$ cat src/rtl/redmule_pkg.sv
// Shared definitions for the RedMulE MX exponent aligner slice.
package redmule_pkg;

  // One 64-byte E8M0 exponent beat.
  localparam int unsigned EXP_BEAT_W = 512;

  // Aligner job FSM.
  typedef enum logic [1:0] {
    IDLE = 2'd0,
    RUN  = 2'd1,
    DONE = 2'd2
  } aligner_state_e;

endpackage

$ cat src/rtl/redmule_exp_fifo.sv
// DEPTH x W register FIFO holding exponent beats until their data beats
// have consumed them. The head is read combinationally from the register
// array, so a pushed beat becomes visible at the head one cycle later.
module redmule_exp_fifo #(
  parameter int unsigned DEPTH = 4,
  parameter int unsigned W     = 512
) (
  input  logic         clk,
  input  logic         rst_n,
  input  logic         flush,
  input  logic         push,
  input  logic [W-1:0] wdata,
  input  logic         pop,
  output logic [W-1:0] rdata,
  output logic         full,
  output logic         empty
);

  localparam int unsigned AW = (DEPTH > 1) ? $clog2(DEPTH) : 1;
  localparam logic [AW:0]   CNT_ONE = (AW+1)'(1);
  localparam logic [AW:0]   CNT_MAX = (AW+1)'(DEPTH);
  localparam logic [AW-1:0] PTR_ONE = AW'(1);

  logic [W-1:0]  mem [DEPTH];
  logic [AW-1:0] wr_ptr;
  logic [AW-1:0] rd_ptr;
  logic [AW:0]   count;
  logic          do_push;
  logic          do_pop;

  // Overflow and underflow are silently blocked; flush wins over both.
  assign do_push = push & ~full & ~flush;
  assign do_pop  = pop & ~empty & ~flush;

  assign full  = (count == CNT_MAX);
  assign empty = (count == '0);
  assign rdata = mem[rd_ptr];

  // Pointer and occupancy bookkeeping; depth is a power of two so pointers wrap naturally.
  always_ff @(posedge clk or negedge rst_n) begin
    if (!rst_n) begin
      wr_ptr <= '0;
      rd_ptr <= '0;
      count  <= '0;
    end else if (flush) begin
      wr_ptr <= '0;
      rd_ptr <= '0;
      count  <= '0;
    end else begin
      if (do_push) wr_ptr <= wr_ptr + PTR_ONE;
      if (do_pop)  rd_ptr <= rd_ptr + PTR_ONE;
      case ({do_push, do_pop})
        2'b10:   count <= count + CNT_ONE;
        2'b01:   count <= count - CNT_ONE;
        default: count <= count;
      endcase
    end
  end

  // Storage array; no reset needed because entries are only read once written.
  always_ff @(posedge clk) begin
    if (do_push) mem[wr_ptr] <= wdata;
  end

endmodule

$ cat src/rtl/redmule_mx_exp_aligner.sv
// Pairs each X/W data beat with the E8M0 exponent beat that scales it.
// Exponent beats queue in a small FIFO; the head is shared by EXP_REUSE
// consecutive data beats and then released. Outside MX mode the block is a
// zero-latency pass-through for data.
//
// Handshakes: every port pair is valid/ready. A beat transfers on a rising
// edge where valid and ready are both high; a source holds valid and the
// payload stable until that edge. This block never retracts out_valid_o
// once raised, since it only falls on the accepting edge.
module redmule_mx_exp_aligner
  import redmule_pkg::*;
#(
  parameter int unsigned DW         = 256,
  parameter int unsigned EXPW       = EXP_BEAT_W,
  parameter int unsigned EXP_REUSE  = 1,
  parameter int unsigned FIFO_DEPTH = 4
) (
  input  logic            clk_i,
  input  logic            rst_ni,
  input  logic            clear_i,
  input  logic            mx_enable_i,
  input  logic            start_i,
  input  logic [31:0]     tot_len_i,
  input  logic            data_valid_i,
  output logic            data_ready_o,
  input  logic [DW-1:0]   data_i,
  input  logic            exp_valid_i,
  output logic            exp_ready_o,
  input  logic [EXPW-1:0] exp_i,
  output logic            out_valid_o,
  input  logic            out_ready_i,
  output logic [DW-1:0]   out_data_o,
  output logic [EXPW-1:0] out_exp_o,
  output logic            busy_o,
  output logic            done_o,
  output logic            err_o,
  output aligner_state_e  state_o
);

  localparam int unsigned   RW         = $clog2(EXP_REUSE) + 1;
  localparam logic [RW-1:0] REUSE_LAST = RW'(EXP_REUSE - 1);
  localparam logic [RW-1:0] REUSE_ONE  = RW'(1);

  aligner_state_e  state_q;
  aligner_state_e  state_d;

  logic            mx_q;
  logic [31:0]     tot_q;
  logic [31:0]     beat_cnt_q;
  logic [RW-1:0]   reuse_cnt_q;
  logic            err_q;

  logic            start_ok;
  logic            fire;
  logic            last_beat;
  logic            push;
  logic            pop;
  logic            flush;
  logic            fifo_full;
  logic            fifo_empty;
  logic [EXPW-1:0] fifo_head;

  // A start is only honoured from IDLE; clear_i takes priority over it.
  assign start_ok  = (state_q == IDLE) & start_i & ~clear_i;
  assign fire      = out_valid_o & out_ready_i;
  assign last_beat = fire & (beat_cnt_q == (tot_q - 32'd1));

  // The head is released after EXP_REUSE uses, or early on the job's last beat.
  assign pop   = fire & mx_q & ((reuse_cnt_q == REUSE_LAST) | last_beat);
  assign push  = exp_valid_i & exp_ready_o;
  // Anything left in the FIFO at the end of a job is stale for the next one.
  assign flush = clear_i | (state_q == DONE);

  // Exponents may start arriving in the very cycle the job starts, before mx_q is loaded.
  assign exp_ready_o = ~fifo_full & ~clear_i &
                       (((state_q == RUN) & mx_q) | (start_ok & mx_enable_i));

  assign err_o   = err_q;
  assign state_o = state_q;

  redmule_exp_fifo #(
    .DEPTH (FIFO_DEPTH),
    .W     (EXPW)
  ) u_exp_fifo (
    .clk   (clk_i),
    .rst_n (rst_ni),
    .flush (flush),
    .push  (push),
    .wdata (exp_i),
    .pop   (pop),
    .rdata (fifo_head),
    .full  (fifo_full),
    .empty (fifo_empty)
  );

  // FSM state register; clear_i drops the job immediately without a done pulse.
  always_ff @(posedge clk_i or negedge rst_ni) begin
    if (!rst_ni) begin
      state_q <= IDLE;
    end else if (clear_i) begin
      state_q <= IDLE;
    end else begin
      state_q <= state_d;
    end
  end

  // FSM next-state: an empty job goes straight to DONE.
  always_comb begin
    state_d = state_q;
    case (state_q)
      IDLE: begin
        if (start_i) state_d = (tot_len_i == 32'd0) ? DONE : RUN;
      end
      RUN: begin
        if (last_beat) state_d = DONE;
      end
      DONE: begin
        state_d = IDLE;
      end
      default: begin
        state_d = IDLE;
      end
    endcase
  end

  // FSM outputs and handshake muxing; data and exponent paths are combinational.
  always_comb begin
    out_valid_o  = 1'b0;
    data_ready_o = 1'b0;
    out_data_o   = '0;
    out_exp_o    = '0;
    busy_o       = (state_q != IDLE);
    done_o       = (state_q == DONE);
    if (state_q == RUN) begin
      out_data_o = data_i;
      if (mx_q) begin
        out_valid_o  = data_valid_i & ~fifo_empty;
        data_ready_o = out_ready_i & ~fifo_empty;
        out_exp_o    = fifo_head;
      end else begin
        out_valid_o  = data_valid_i;
        data_ready_o = out_ready_i;
      end
    end
  end

  // Job registers: mode and length latched at start, beat/reuse counters, sticky error.
  always_ff @(posedge clk_i or negedge rst_ni) begin
    if (!rst_ni) begin
      mx_q        <= 1'b0;
      tot_q       <= '0;
      beat_cnt_q  <= '0;
      reuse_cnt_q <= '0;
      err_q       <= 1'b0;
    end else if (clear_i) begin
      mx_q        <= 1'b0;
      tot_q       <= '0;
      beat_cnt_q  <= '0;
      reuse_cnt_q <= '0;
      err_q       <= 1'b0;
    end else if (start_ok) begin
      mx_q        <= mx_enable_i;
      tot_q       <= tot_len_i;
      beat_cnt_q  <= '0;
      reuse_cnt_q <= '0;
      err_q       <= 1'b0;
    end else begin
      if (fire) beat_cnt_q <= beat_cnt_q + 32'd1;
      if (pop) begin
        reuse_cnt_q <= '0;
      end else if (fire && mx_q) begin
        reuse_cnt_q <= reuse_cnt_q + REUSE_ONE;
      end
      // Leftover or still-offered exponents mean the two streams disagreed on length.
      if ((state_q == DONE) && mx_q && (!fifo_empty || exp_valid_i)) err_q <= 1'b1;
    end
  end

endmodule

$ cat config.mk
export PLATFORM = sky130hd
export DESIGN_NAME = redmule_mx_exp_aligner
export DESIGN_NICKNAME = d
export VERILOG_FILES = /design/src/rtl/redmule_pkg.sv /design/src/rtl/redmule_exp_fifo.sv /design/src/rtl/redmule_mx_exp_aligner.sv
export SDC_FILE = /design/constraint.sdc
export NUM_CORES = 2
export LEC_CHECK = 0
export ABC_CLOCK_PERIOD_IN_PS = 21000
export CORE_AREA = 2 2 623 625
export DETAILED_ROUTE_END_ITERATION = 6
export DIE_AREA = 0 0 625 627
export PLACE_DENSITY = 0.44
export SYNTH_ARGS = -nofsm -noshare
export SYNTH_HDL_FRONTEND = slang
export SYNTH_SLANG_ARGS = --single-unit
$ cat constraint.sdc
create_clock -name clk_i -period 21 [get_ports clk_i]
set_input_delay 5.25 -clock clk_i [delete_from_list [all_inputs] [get_ports clk_i]]
set_output_delay 5.25 -clock clk_i [all_outputs]
set_load 0.1 [all_outputs]
Yosys cells after proc, flatten, opt, wreduce, memory -nomap -nowiden
Memories as Yosys holds them, arrays and structs flattened.
Index checks and enable logic that the tools add are counted.
- add/sub/neg operators: 7
- equal/unequal tests: 8
- muxes and demuxes: 34
- bitwise logic cells: 25
- reductions and logical operators: 17
- operators by type and width (operator ; number):
    $mux 512 ; 2
    $mux 256 ; 1
    $mux 32 ; 5
    $add 32x1->32 const B ; 1
    $eq 32x32->1 ; 1
    $logic_not 32->1 ; 1
    $sub 32x1->32 const B ; 1
    $and 1x1->1 ; 17
    $mux 2 ; 8
    $mux 1 ; 15
    $reduce_bool 3->1 ; 3
    $reduce_bool 2->1 ; 4
    $ne 3x3->1 const B ; 2
    $pmux 3 s2 ; 1
    $not 1->1 ; 5
    $add 2x1->2 const B ; 2
    $eq 2x1->1 const B ; 2
    $eq 2x2->1 const B ; 2
    $pmux 2 s2 ; 1
    $reduce_bool 4->1 ; 1
    $add 3x1->3 const B ; 1
    $eq 3x3->1 const B ; 1
    $logic_and 1x1->1 ; 3
    $logic_not 3->1 ; 1
    8 further kinds ; 10
- register bits: 76
- bits in writable memories: 2048
- output and inout bits: 776
- word-level logic and storage cells: 101
- memories kept: 1
- memory list (name ; words ; bits a word ; rd ports ; clocked after Yosys merged registers in ; wr ports ; RTL line ; text):
    u_exp_fifo.mem ; 4 ; 512 ; 1 ; 0 ; 1 ; redmule_exp_fifo.sv:24 ; logic [W-1:0] mem [DEPTH];

Longest topological paths before layout
- depth after elaboration: 14
- gate-level depth with buffers: 14
- gate-level depth less buffers: 14

By module
From an unflattened synthesis, not the netlist that was laid out.
- cell total of the unflattened synthesis: 4100
- area total of the unflattened synthesis: 84021.8 µm²
- modules (own cells, without submodules) (module ; instances ; cells each ; area an instance (µm²)):
    redmule_exp_fifo ; 1 ; 2738 ; 74457.7
    redmule_mx_exp_aligner ; 1 ; 1362 ; 9564.2

Worst setup path after synthesis
Ideal clock, no wire load.
- kind: input-to-reg
- start: in start_i
- end: mem u_exp_fifo.mem[0][0], enable pin
- arrival: 19781 ps
- data required time: 20051 ps
- setup slack: 270 ps
- stages on the path: 5
- buffers on the path: 0
- cells stage by stage: nand2_1 nor2_1 nand2_1 a221oi_1 and3_1
- word-level cells in the longest chain between the ends: 10
- ends and longest elaborated chain (element ; RTL line ; text):
    from (decl) ; redmule_mx_exp_aligner.sv:22 ; input logic start_i,
    $and 1x1->1 (2 in series) ; redmule_mx_exp_aligner.sv:64 ; assign start_ok = (state_q == IDLE) & start_i & ~clear_i;
    $and 1x1->1 ; redmule_mx_exp_aligner.sv:76 ; (((state_q == RUN) & mx_q) | (start_ok & mx_enable_i));
    $or 1x1->1 ; redmule_mx_exp_aligner.sv:76 ;
    $and 1x1->1 ; redmule_mx_exp_aligner.sv:75 ; assign exp_ready_o = ~fifo_full & ~clear_i &
    named net exp_ready_o ; redmule_mx_exp_aligner.sv:28 ; output logic exp_ready_o,
    $and 1x1->1 ; redmule_mx_exp_aligner.sv:70 ; assign push = exp_valid_i & exp_ready_o;
    $and 1x1->1 (2 in series) ; redmule_exp_fifo.sv:32 ; assign do_push = push & ~full & ~flush;
    $mux 1 ; redmule_exp_fifo.sv:62 ; if (do_push) mem[wr_ptr] <= wdata;
    $mux 1 (not written as such) ; redmule_exp_fifo.sv:62 ;
    to (decl) ; redmule_exp_fifo.sv:24 ;
The timed path passes the listed nets, and every way through them passes these cells.

Worst setup path in the final report
- start: in start_i
- end: out exp_ready_o
- word-level cells in the longest chain between the ends: 5
- ends and longest elaborated chain (element ; RTL line):
    $and 1x1->1 (2 in series) ; redmule_mx_exp_aligner.sv:64
    $and 1x1->1 ; redmule_mx_exp_aligner.sv:76
    $or 1x1->1 ; redmule_mx_exp_aligner.sv:76
    $and 1x1->1 ; redmule_mx_exp_aligner.sv:75
    to (decl) ; redmule_mx_exp_aligner.sv:28
Every way passes these cells.

==> impl_metrics.tcl <==
set metrics [dict create \
    fin_skew_ns 0.138 \
    fin_area_um2 112000 \
    slowest_stage "clkdlybuf4s50_1" \
    numPortBuffers 1583 \
    synth_fp_nets 4915 \
    die-area_um2 392000 \
    antenna_found_initial 136 \
    vias_per_cell 4.33 \
    first_pass_iters 7 \
    track_usage 0.159 \
    critical_path_class "primary input to output pin" \
    period_share 0.660 \
    tns_ns 0 \
    wire_per_inst_um 29.5 \
    final_cell_mix "2,048 x edfxtp_1, 1,402 x clkdlybuf4s50_1, 522 x and3_1" \
    drt_iter0_markers 3198 \
    cpLargestDelayFamily "buffers and inverters" \
    area_growth_pct 34.6 \
    power_density_nw_per_um2 84.9 \
    finalCriticalPeriod_ns 13.85 \
    clkTransAtPathRegs_ns 0.06 \
    tightest_slew_ns 1.24 \
    ys_async_sr_fraction 0.0358 \
    synth-edff-count 2048 \
    std_cell_rows 228 \
    cts_hold_buf 0 \
    max_freq_mhz 72.2 \
    syn_area_um2 83600 \
    vdd_drop_max_mv 0.0724 \
    hold_violations 0 \
    ys_types 68 \
    cpPeakStageDelay_ns 1.17 \
    root_buffer "clkbuf_16" \
    start_util 0.217 \
    gpl.final_weighted_congestion 0.828 \
    vias 47700 \
    cts_sinks 2124 \
    place_inst 10500 \
    grt_pass1_vias 50100 \
    drive_gt1_frac 0.190 \
    cp.arrival_ns 8.60 \
    place_hpwl_um 231000 \
    clkLatencyLatePin_ns 0.93 \
    stdcell_count 11000 \
    status "completed" \
    post-route-util 0.292 \
    ant_nets 0 \
    clk_path_buf_depth 4 \
    grt_max_degree 127 \
    max_slew_margin 0.169 \
    final_common_cell "edfxtp_1" \
    synth_seq_area_share 0.759 \
    syn_avg_cell_area_um2 20.4 \
    required_ns 15.75 \
    core-area_um2 385000 \
    reg2reg_slack_ns 14.63 \
    nets 6537 \
    drv_cap 0 \
    wl_um 325000 \
    ios 1584 \
    critPathMaxFanout 33 \
    die_h_um 627 \
    cts_setup_buffers 0 \
    final_max_slew_viol_count 0 \
    overflow 0 \
    leakage_nw 37.0 \
    fin_total_pwr_mw 9.55 \
    grt_first_pass_wirelength_um 434000 \
    worstPathCellList "clkdlybuf4s50_1, nand2_1, nor2_2, buf_4, nand2_1, a221oi_1, buf_4, clkdlybuf4s50_1" \
    start_kind "primary input" \
    cp-end-kind "output pin" \
    crit_buf_inv 4 \
    cts_resized 0 \
    hold_path.class "flip-flop to flip-flop" \
    setup_violations 0 \
    tritoncts "yes" \
    postSynthCellCount 4100 \
    htreeDepth 4 \
    drc 0 \
    dpl_cell_area_um2 105000 \
    synth-seq-cells 2124 \
    cts_buffers 238 \
    die_x_um 625 \
    ys_warn_count 0 \
    synthFlopType "edfxtp_1" \
    rsz0062_at_grt "false" \
]
-- worst paths after layout --
check                           startpoint                      to  depth (start not counted)
worst max register to register        mx_q  u_exp_fifo.mem[3][450]                          9
min in group asynchronous           rst_ni           beat_cnt_q[4]                          1
worst max-delay path               start_i             exp_ready_o                          8
max in group asynchronous           rst_ni    u_exp_fifo.rd_ptr[1]                          1
worst min-delay path                 err_o                   err_o                          2
worst min register to register       err_o                   err_o                          2
-- cells by family (layout without fill, tap and decap cells) --
| group | Yosys count | count (layout) | share of synthesized area |
|---|---|---|---|
| flops | 2124 | 2124 | 0.759 |
| simple gates | 1008 | 1008 | 0.0731 |
| mux | 517 | 517 | 0.139 |
| buf+inv | 285 | 2099 | 0.0132 |
| compound gates | 98 | 98 | 0.00901 |
| xor+xnor | 61 | 61 | 0.00639 |
| fa+ha+maj | 7 | 7 | 0.00114 |
| other cells | 0 | 30 | 0 |
-- stage by stage --
stage,hold slack [ns],worst slack (ns)
6_report,0.533,7.15
5_1_grt,0.564,7.09
4_1_cts,0.532,7.12
3_5_place_dp,0.516,7.14
3_3_place_gp,0.490,6.94
2_1_floorplan,0.487,0.270
-- final cells by class --
cell class                      count  area [µm²]
Inverter                            5        18.8
Tap cell                         5060        6330
Timing Repair Buffer             1662       16100
Sequential cell                  2124       63400
Multi-Input combinational cell   1691       19100
Antenna cell                       30        75.1
Clock inverter                    146        1230
Clock buffer                      286        6170
Fill cell                       38100      272000
-- flip-flops by register name, indices dropped and copies added (netlist names) --
name               flops
u_exp_fifo.mem      2048
beat_cnt_q            32
tot_q                 32
u_exp_fifo.count       3
state_o                2
u_exp_fifo.rd_ptr      2
u_exp_fifo.wr_ptr      2
err_o                  1
mx_q                   1
reuse_cnt_q            1
-- routing by layer --
| metal | share of wire | global-route usage |
|---|---|---|
| met5 | 0.00087 | 0 |
| met4 | 0.047 | 0.0709 |
| met3 | 0.056 | 0.0361 |
| met2 | 0.53 | 0.293 |
| met1 | 0.36 | 0.173 |
-- tightest hold or removal path, cell delays in order (launching register included) --
cell and delay [ns]:
dfrtp_1 0.36, a31oi_1 0.05, nor2_1 0.09
-- power breakdown --
part           switching, mW  total, mW  internal, mW
registers             0.0160       4.68          4.67
logic                  0.615      0.889         0.273
clock network           1.72       3.98          2.26
-- Yosys cell counts, drive strengths merged (9+ instances only) --
library cell / number / area [µm²]
and3: 527 / 3300
nand4: 13 / 81.3
xnor2: 27 / 236
nor3: 18 / 90.1
o21ai: 13 / 65.1
or4: 9 / 77.6
a21oi: 18 / 101
nand2: 43 / 161
dfrtp: 76 / 1900
a22o: 31 / 273
clkbuf: 206 / 773
xor2: 34 / 298
mux4: 512 / 11500
nor2: 49 / 184
buf: 74 / 308
nand3: 16 / 80.1
or3: 17 / 111
and2: 260 / 1630
edfxtp: 2048 / 61500
nor4: 23 / 156
(Power assumes the default switching activity.)
